$ cat src/rtl/s2p_pkg.sv
// Shared types and defaults for the segment-link serial-to-parallel capture.
// Latency: n/a (types and constants only).
// Backpressure: n/a.
package s2p_pkg;

  typedef enum logic [1:0] {
    IDLE  = 2'd0,
    SHIFT = 2'd1,
    LATCH = 2'd2
  } state_t;

  localparam int DEF_DATA_BITS       = 64;
  localparam int DEF_DATA_COUNT_BITS = 6;

  // Wire bit order: where the first received bit ends up in the word.
  localparam bit MSB_FIRST = 1'b1;
  localparam bit LSB_FIRST = 1'b0;

endpackage

$ cat src/rtl/sync_edge.sv
// Multi-flop synchronizer for one async input with level, rise and fall outputs.
// Latency: level is SYNC_STAGES cycles behind the pin; edges are flagged in that same cycle.
// Backpressure: none; samples every cycle.
module sync_edge #(
  parameter int   SYNC_STAGES = 2,
  parameter logic RST_VAL     = 1'b0
) (
  input  logic clk,
  input  logic rst,
  input  logic d,
  output logic level,
  output logic rise,
  output logic fall
);

  logic [SYNC_STAGES-1:0] sreg;
  logic                   prev;

  // Shift the pin through the synchronizer and keep the previous synchronized level.
  always_ff @(posedge clk or posedge rst) begin
    if (rst) begin
      sreg <= {SYNC_STAGES{RST_VAL}};
      prev <= RST_VAL;
    end else begin
      sreg <= {sreg[SYNC_STAGES-2:0], d};
      prev <= sreg[SYNC_STAGES-1];
    end
  end

  assign level = sreg[SYNC_STAGES-1];
  assign rise  = level & ~prev;
  assign fall  = ~level & prev;

endmodule

$ cat src/rtl/s2p_capture.sv
// Oversampling capture of the segment serial link; rebuilds one DATA_BITS word per EN frame.
// Latency: valid/frame_err strobe SYNC_STAGES+2 cycles after the EN rising pin edge.
// Backpressure: none; the link cannot be stalled, words are presented as one-cycle strobes.
module s2p_capture
  import s2p_pkg::*;
#(
  parameter int DATA_BITS       = DEF_DATA_BITS,
  parameter int DATA_COUNT_BITS = DEF_DATA_COUNT_BITS,
  parameter bit DIR             = MSB_FIRST,
  parameter int SYNC_STAGES     = 2
) (
  input  logic                     clk,
  input  logic                     rst,
  input  logic                     sclk,
  input  logic                     sin,
  input  logic                     EN,
  input  logic                     sclrn,
  output logic [DATA_BITS-1:0]     PData,
  output logic                     valid,
  output logic                     frame_err,
  output logic                     busy,
  output logic [DATA_COUNT_BITS:0] bit_cnt
);

  localparam int CW = DATA_COUNT_BITS + 1;
  localparam logic [CW-1:0] FULL = CW'(DATA_BITS);

  logic sclk_lvl, sclk_rise, sclk_fall;
  logic sin_lvl, sin_rise, sin_fall;
  logic en_lvl, en_rise, en_fall;
  logic sclrn_lvl, sclrn_rise, sclrn_fall;

  // Idle levels: sclk, EN and sclrn sit high, so their synchronizers reset high
  // to avoid a spurious edge right after reset.
  sync_edge #(.SYNC_STAGES(SYNC_STAGES), .RST_VAL(1'b1)) u_sync_sclk (
    .clk(clk), .rst(rst), .d(sclk), .level(sclk_lvl), .rise(sclk_rise), .fall(sclk_fall)
  );
  // Same depth as sclk so the data bit stays aligned with its clock edge.
  sync_edge #(.SYNC_STAGES(SYNC_STAGES), .RST_VAL(1'b0)) u_sync_sin (
    .clk(clk), .rst(rst), .d(sin), .level(sin_lvl), .rise(sin_rise), .fall(sin_fall)
  );
  sync_edge #(.SYNC_STAGES(SYNC_STAGES), .RST_VAL(1'b1)) u_sync_en (
    .clk(clk), .rst(rst), .d(EN), .level(en_lvl), .rise(en_rise), .fall(en_fall)
  );
  sync_edge #(.SYNC_STAGES(SYNC_STAGES), .RST_VAL(1'b1)) u_sync_sclrn (
    .clk(clk), .rst(rst), .d(sclrn), .level(sclrn_lvl), .rise(sclrn_rise), .fall(sclrn_fall)
  );

  // Only edges of sclk/EN and the levels of sin/sclrn/EN-independent paths are used.
  logic unused_edges;
  assign unused_edges = ^{sclk_lvl, sclk_fall, sin_rise, sin_fall, en_lvl, sclrn_rise, sclrn_fall};

  state_t                 state_q, state_d;
  logic [DATA_BITS-1:0]   sh_q, sh_d;
  logic [CW-1:0]          cnt_d;
  logic                   ovr_q, ovr_d;
  logic                   valid_d, err_d, load_d;

  // Next-state, shift/count and strobe decisions; sclrn overrides everything.
  always_comb begin
    state_d = state_q;
    sh_d    = sh_q;
    cnt_d   = bit_cnt;
    ovr_d   = ovr_q;
    valid_d = 1'b0;
    err_d   = 1'b0;
    load_d  = 1'b0;
    if (!sclrn_lvl) begin
      state_d = IDLE;
      sh_d    = '0;
      cnt_d   = '0;
      ovr_d   = 1'b0;
    end else begin
      case (state_q)
        IDLE: begin
          if (en_fall) begin
            state_d = SHIFT;
            sh_d    = '0;
            cnt_d   = '0;
            ovr_d   = 1'b0;
          end
        end
        SHIFT: begin
          // A frame-closing EN edge swallows an sclk edge seen in the same cycle.
          if (en_rise) begin
            state_d = LATCH;
          end else if (sclk_rise) begin
            if (bit_cnt == FULL) begin
              ovr_d = 1'b1;
            end else begin
              if (DIR) begin
                sh_d = {sh_q[DATA_BITS-2:0], sin_lvl};
              end else begin
                sh_d = {sin_lvl, sh_q[DATA_BITS-1:1]};
              end
              cnt_d = bit_cnt + 1'b1;
            end
          end
        end
        LATCH: begin
          state_d = IDLE;
          if (bit_cnt == FULL && !ovr_q) begin
            valid_d = 1'b1;
            load_d  = 1'b1;
          end else begin
            err_d = 1'b1;
          end
        end
        default: state_d = IDLE;
      endcase
    end
  end

  // Frame state, shift register, bit counter and sticky overrun.
  always_ff @(posedge clk or posedge rst) begin
    if (rst) begin
      state_q <= IDLE;
      sh_q    <= '0;
      bit_cnt <= '0;
      ovr_q   <= 1'b0;
    end else begin
      state_q <= state_d;
      sh_q    <= sh_d;
      bit_cnt <= cnt_d;
      ovr_q   <= ovr_d;
    end
  end

  // Registered strobes and the captured word, updated together on a good frame.
  always_ff @(posedge clk or posedge rst) begin
    if (rst) begin
      PData     <= '0;
      valid     <= 1'b0;
      frame_err <= 1'b0;
    end else begin
      valid     <= valid_d;
      frame_err <= err_d;
      if (load_d) begin
        PData <= sh_q;
      end
    end
  end

  assign busy = (state_q == SHIFT);

endmodule

$ cat config.mk
export PLATFORM = sky130hd
export DESIGN_NAME = s2p_capture
export DESIGN_NICKNAME = d
export VERILOG_FILES = /design/src/rtl/s2p_pkg.sv /design/src/rtl/sync_edge.sv /design/src/rtl/s2p_capture.sv
export SDC_FILE = /design/constraint.sdc
export NUM_CORES = 1
export LEC_CHECK = 0
export CORE_ASPECT_RATIO = 0.9
export CORE_MARGIN = 2
export CORE_UTILIZATION = 30
export CTS_CLUSTER_DIAMETER = 50
export DETAILED_ROUTE_END_ITERATION = 8
export GPL_TIMING_DRIVEN = 0
export SETUP_SLACK_MARGIN = 0.15
export SLEW_MARGIN = 0
export SYNTH_ARGS = -nofsm -noshare
export SYNTH_HDL_FRONTEND = slang
export SYNTH_SLANG_ARGS = --single-unit
$ cat constraint.sdc
create_clock -name clk -period 5.5 [get_ports clk]
set_input_delay 0.825 -clock clk [delete_from_list [all_inputs] [get_ports clk]]
set_output_delay 0.825 -clock clk [all_outputs]
set_load 0.1 [all_outputs]
==> results.tsv, run 1 <==
metric	value	unit
timing.setup.tns	0	ns
antenna_violating_nets_post_route	0	
timing.final.crit_share	55.42	%
ctsResizeCount	0	
drt_first_iter_violations	189	
path_class	register to primary output	
viasPerCell	4.723	
worstReg2RegStart	bit_cnt[0]$_DFFE_PP0P_	
post_drt_wl_per_cell	15.47	um
initial_utilization	30.48	%
port_buffers	79	
crit_path_end	busy	
postSynthRegisterBits	150	
seqCellArea	3764	um2
grt_setup_unrepaired	no	
route.vias.total	3372	
floorplan.io_pins	80	
antenna_found_initial	0	
first_global_vias	3498	
multi_input_comb_area	1620	um2
startpoint_type	register	
globalRouteTotalUtil	12.14	%
root_buffer	clkbuf_16	
crit-reg2reg-capture	PData[40]$_DFFE_PP0P_	
post-cts-setup-buffer-count	0	
setup_viol	0	
timing.critical_path.arrival	2.22	ns
coreArea	18290	um2
holdCritPathClass	register to register	
drv_cap	0	
final_nets	464	
async_reset_ff_share	100.0	%
dieArea	19690	um2
tritoncts_num_sinks	150	
grt_start_max_net_pins	105	
die_w	147.7	um
postSynth.topFlopCell	dfrtp_1	
critical_path.max_stage_delay	1.17	ns
max_clock_freq	328.1	MHz
report.power.total	2.376	mW
cpMaxStageDelayCell	clkdlybuf4s50_1	
finClkSkew	0.009444	ns
synth_edf_count	0	
gr_overflow_total	0	
syn_avg_cell_area	15.61	um2
cts_buffers	17	
cts_tree	yes	
layout-drive-gt1-share	21.11	%
remaining_drc_errors	0	
dp_cells	682	
ys_seq_area_share	67.52	%
antenna-diode-count	0	
finalWirelength	11.04	mm
rows	47	
power.ir.vdd_worst	0.2000	mV
synth.yosys.warnings	0	
hold_buffers	0	
rr_worst_depth	6	
outcome	finished clean	
clkLatencyLatePin	0.42	ns
cts.reportedPaths.clkPinSlew	0.06	ns
die_h	133.3	um
netlist_area_before_placement	5574	um2
synthesis_to_layout_area_growth	31.25	%
fin_crit	3.048	ns
worst_setup_path_startpoint	state_q[1]$_DFFE_PP0P_	
routabilityCongestion	0.7578	
grt_first_pass_wirelength	18.58	mm
timing.max_slew.rel_slack	32.71	%
hold_violations	0	
final_cell_count_no_fill	714	
dp_hpwl	7.382	mm
timing.final.max_slew_violations	0	
htreeDepth	4	
yosysUniqueCellTypes	36	
nFillCells	1687	
post_synth_inst_count	357	
detail_route.first_pass.iterations	4	
critPathRequiredTime	4.68	ns
worstPathMaxFanout	5	
max-clock-path-buffers	2	
power.static_leakage	3.460	nW
endpoint_kind	primary output	
timing.critical_path.cells	nor2b_1 > clkdlybuf4s50_1	
reg2reg_setup_slack	3.25	ns
power_per_cell_area	324.8	nW/um2
worstMarginPinSlew	1.006	ns
syn_nets	365	
[worst min-delay path by stage]
stage          cells past startpoint                           end                         start  slack (ns)
2_1_floorplan                      0  u_sync_sin.sreg[1]$_DFF_PP0_  u_sync_sin.sreg[0]$_DFF_PP0_        0.33
3_3_place_gp                       0   u_sync_en.sreg[1]$_DFF_PP1_   u_sync_en.sreg[0]$_DFF_PP1_        0.35
3_5_place_dp                       0  u_sync_sin.sreg[1]$_DFF_PP0_  u_sync_sin.sreg[0]$_DFF_PP0_        0.34
4_1_cts                            0  u_sync_sin.sreg[1]$_DFF_PP0_  u_sync_sin.sreg[0]$_DFF_PP0_        0.35
5_1_grt                            0  u_sync_sin.sreg[1]$_DFF_PP0_  u_sync_sin.sreg[0]$_DFF_PP0_        0.36
6_report                           0  u_sync_sin.sreg[1]$_DFF_PP0_  u_sync_sin.sreg[0]$_DFF_PP0_        0.36
[sequential cells by signal, summed over array words and instances (netlist names)]
signal	count
u_sync_sclrn.sreg	2
u_sync_sclk.sreg	2
sh_q	64
bit_cnt	7
frame_err	1
valid	1
ovr_q	1
state_q	2
u_sync_sin.sreg	2
PData	64
u_sync_sclk.prev	1
u_sync_en.prev	1
u_sync_en.sreg	2
[metal layers]
layer	global-route usage [%]	vias up	wire (um)
met1	16.24	1730	5231
met3	3.801	17	588
met4	5.182	0	158
met5	0	-	0
li1	-	1532	-
met2	18.29	93	5065
[where the power goes]
group          total, mW  switching, mW  internal (mW)
logic             0.0711         0.0527         0.0184
clock network       1.19          0.460          0.731
registers           1.11        0.00246           1.11
[layout by cell type, fill, tap and decap left out, types with 2 or more instances in the layout]
master / count
nor2_1: 6
dfrtp_1: 142
nand3_1: 2
a21oi_1: 4
clkbuf_16: 17
mux2_2: 35
nor2b_1: 2
dfstp_2: 8
or3_1: 2
buf_2: 8
and3_1: 3
o21ai_0: 3
buf_6: 10
a22o_1: 65
a31oi_1: 4
bufinv_16: 3
clkinv_2: 2
clkbuf_1: 3
mux2_1: 30
nand4_1: 3
ha_1: 2
clkdlybuf4s50_1: 79
clkinv_4: 3
nand2_1: 4
inv_6: 5
inv_1: 5
[metrics by stage]
step	utilization [%]	setup slack [ns]	instance area, um2	hold slack [ns]
after floorplan	-	0.6518	5574	0.3312
after global placement	36.48	-1.218	6671	0.3458
after detailed placement	36.66	2.881	6704	0.3418
after CTS	40.00	2.412	7316	0.3546
after global routing	40.00	2.323	7316	0.3551
final	40.00	2.452	7316	0.3550
[cells in the mapped netlist (4+ instances only)]
cell type,n,share of area (%)
a21oi_1,4,0.36
a22o_1,65,10
a31oi_1,4,0.45
buf_2,8,0.72
buf_6,10,2.0
dfrtp_1,142,64
dfstp_2,8,3.8
inv_1,6,0.40
mux2_1,30,6.1
mux2_2,35,7.1
nand2_1,4,0.27
nor2_1,6,0.40
[cell type report]
| cell class | instances | area share [%] |
|---|---|---|
| inverters | 6 | 0.3763 |
| flip-flops and latches | 150 | 51.45 |
| clock inverters | 13 | 2.309 |
| multi-input cells | 180 | 22.15 |
| well taps | 245 | 4.190 |
| plain buffers | 21 | 2.292 |
| repair buffers | 80 | 11.19 |
| clock buffers | 19 | 6.054 |
[critical path: cells and delay by family, from the launching register on]
kind | cells | cell delay [ns]
buffers and inverters | 1 | 1.17
DFF | 1 | 0.42
and+or+nand+nor | 1 | 0.21
[cells by family after synthesis]
family / Yosys count / share of synthesized area [%]
AND/OR/NAND/NOR: 31 / 3.390
multiplexers: 65 / 13.13
adder cells (fa/ha/maj): 2 / 0.4489
AO/OA/AOI/OAI: 82 / 12.10
flip-flops: 150 / 67.52
buffers and inverters: 27 / 3.412
Note: power is estimated with default switching activity, not from simulation.
==> run 2: changes to the inputs <==
==> constraint.sdc (replaced) <==
create_clock -name clk -period 3 [get_ports clk]
set_input_delay 0.45 -clock clk [delete_from_list [all_inputs] [get_ports clk]]
set_output_delay 0.45 -clock clk [all_outputs]
set_load 0.1 [all_outputs]
==> run 2 against run 1 <==
Against the previous run:
- total power is 76% higher
- design area down 0.22%
- flip-flop and latch count did not move
- non-clock buffer count up 2
- cell count is 0.28% higher
- sequential power rose by 84%
- global-route usage up 0.29 points
- die area unchanged
- critical endpoint unchanged
- largest power group is now registers
==> results.tsv, run 2 (synthesis results as in run 1) <==
metric	value	unit	change
timing.final.max_slew_violations	0		unchanged
antenna_violating_nets_post_route	0		unchanged
globalRouteTotalUtil	12.43	%	+0.29 points
holdCritPathClass	register to register		
path_class	register to primary output		
startpoint_type	register		
timing.hold.ws	0.3488	ns	-0.006234 ns
final_nets	466		+0.43%
timing.max_slew.rel_slack	30.06	%	-2.7 points
grt_first_pass_wirelength	19.09	mm	+2.8%
route.vias.total	3375		+0.089%
timing.critical_path.arrival	2.15	ns	-0.07 ns
setup_viol	0		unchanged
root_buffer	clkbuf_16		
postLayoutSetupSlackWorst	0.4041	ns	-2.048 ns
initial_utilization	30.48	%	unchanged
nFillCells	1705		+1.1%
outcome	finished clean		
final_cell_mix	142 x dfrtp_1, 79 x clkdlybuf4s50_1, 65 x a22o_1, 35 x mux2_2, 30 x mux2_1		
intPower	3.258	mW	+75%
cts_tree	yes		
report.power.total	4.177	mW	+76%
grt_setup_unrepaired	no		
rows	47		unchanged
dp_slack	0.7213	ns	-2.160 ns
final_cell_count_no_fill	716		+0.28%
dp_cells	684		+0.29%
swShare	22.02	%	+0.32 points
dp_hpwl	7.596	mm	+2.9%
pwr-share-clk	47.9	%	-2.3 points
viasPerCell	4.714		-0.19%
finalWirelength	11.40	mm	+3.2%
grt_start_max_net_pins	44		-58%
antenna-diode-count	0		unchanged
cts_buffers	17		unchanged
max-clock-path-buffers	2		unchanged
finClkSkew	0.008645	ns	-0.0007985 ns
routabilityCongestion	0.7614		+0.48%
tritoncts_num_sinks	150		unchanged
drt_first_iter_violations	166		-12%
drv_cap	0		unchanged
port_buffers	79		unchanged
max_clock_freq	385.2	MHz	
power.net_switching	919.7	uW	+78%
fin_crit	2.596	ns	
timing.final.crit_share	86.53	%	
worstPathMaxFanout	5		unchanged
floorplan.io_pins	80		unchanged
post_drt_wl_per_cell	15.92	um	+2.9%
share_seq_of_total_power	48.9	%	+2.1 points
cts.reportedPaths.clkPinSlew	0.06	ns	about the same
combinationalPowerShare	3.2	%	+0.2 points
htreeDepth	4		unchanged
clkLatencyLatePin	0.41	ns	about the same
coreArea	18290	um2	unchanged
first_global_vias	3518		+0.57%
endpoint_kind	primary output		
biggestRegsByFlops	PData: 64 flops, sh_q: 64 flops, bit_cnt: 7 flops		
gr_overflow_total	0		unchanged
die_h	133.3	um	unchanged
ctsResizeCount	0		unchanged
critPathRequiredTime	2.55	ns	-2.13 ns
power.ir.vdd_worst	0.3758	mV	+88%
post-cts-setup-buffer-count	0		unchanged
detail_route.first_pass.iterations	4		unchanged
layout-drive-gt1-share	21.44	%	+0.33 points
met1_length	5.650	mm	+8.0%
sum_of_met3_wire_segment_lengths_after_detailed_routing	519	um	-12%
synthesis_to_layout_area_growth	30.95	%	
power_per_cell_area	572.3	nW/um2	+76%
dieArea	19690	um2	unchanged
hold_violations	0		unchanged
worstMarginPinSlew	1.046	ns	+0.03966 ns
routed-wl-met2	5.063	mm	about the same
die_w	147.7	um	unchanged
layout.cells.most_common	dfrtp_1		
remaining_drc_errors	0		unchanged
hold_buffers	0		unchanged
antenna_found_initial	0		unchanged
top_routing_layer_in_use	met4		
power.static_leakage	3.426	nW	-0.97%
postLayoutCoreUtil	39.91	%	-0.089 points
==> run 2: cell types whose count changed in the layout (fill, tap and decap cells not counted), moves of 2 or more <==
cell	change
bufinv_16	-2
clkinvlp_4	+7
buf_12	+3
clkinv_4	-3
inv_6	-4
==> run 2: area by class of cell <==
cell class                 instances  area (um2)  area share, %
timing repair buffer              82       850.8          11.66
sequential                       150        3764          51.56
inverter                           6       26.28         0.3600
buffer                            21       167.7          2.297
clock inverter                    11       101.3          1.388
multi-input combinational        180        1623          22.23
clock buffer                      21       460.4          6.308
tap                              245       306.5          4.200
==> run 2: final timing paths <==
| kind | start | to | slack (ns) | cells after the start |
|---|---|---|---|---|
| worst max-delay path | state_q[1]$_DFFE_PP0P_ | busy | 0.40 | 2 |
| worst min-delay path | u_sync_sin.sreg[0]$_DFF_PP0_ | u_sync_sin.sreg[1]$_DFF_PP0_ | 0.35 | 0 |
| worst max register to register | bit_cnt[0]$_DFFE_PP0P_ | PData[38]$_DFFE_PP0P_ | 0.78 | 6 |
| worst min register to register | u_sync_sin.sreg[0]$_DFF_PP0_ | u_sync_sin.sreg[1]$_DFF_PP0_ | 0.35 | 0 |
| max in group asynchronous | rst | u_sync_en.sreg[0]$_DFF_PP1_ | 1.78 | 3 |
| min in group asynchronous | rst | sh_q[52]$_DFFE_PP0P_ | 0.49 | 2 |
==> run 2: layer usage <==
layer  up-vias  GRT usage (%)
li1       1519              -
met1      1767          17.48
met2        77          18.09
met3        12          4.212
met4         0          4.060
met5         -              0
==> run 2: critical path, cell delays in order, from the launching register on <==
cell and delay [ns]:
dfrtp_1 0.43, nor2b_2 0.16, clkdlybuf4s50_1 1.15
==> run 2: power groups by stage <==
stage	clock [mW]	sequential, mW	combinational (mW)
CTS	2.07	2.04	0.141
detailed placement	0	2.08	0.141
finish	2.00	2.04	0.135
global route	2.18	2.04	0.153
floorplan	0	2.08	0.0876
global placement	0	2.08	0.127
==> run 2: metrics by stage <==
step / TNS (ns) / cell area, um2
finish: 0 / 7300
global route: 0 / 7300
CTS: 0 / 7300
detailed placement: 0 / 6738
global placement: -75.84 / 6678
floorplan: 0 / 5580
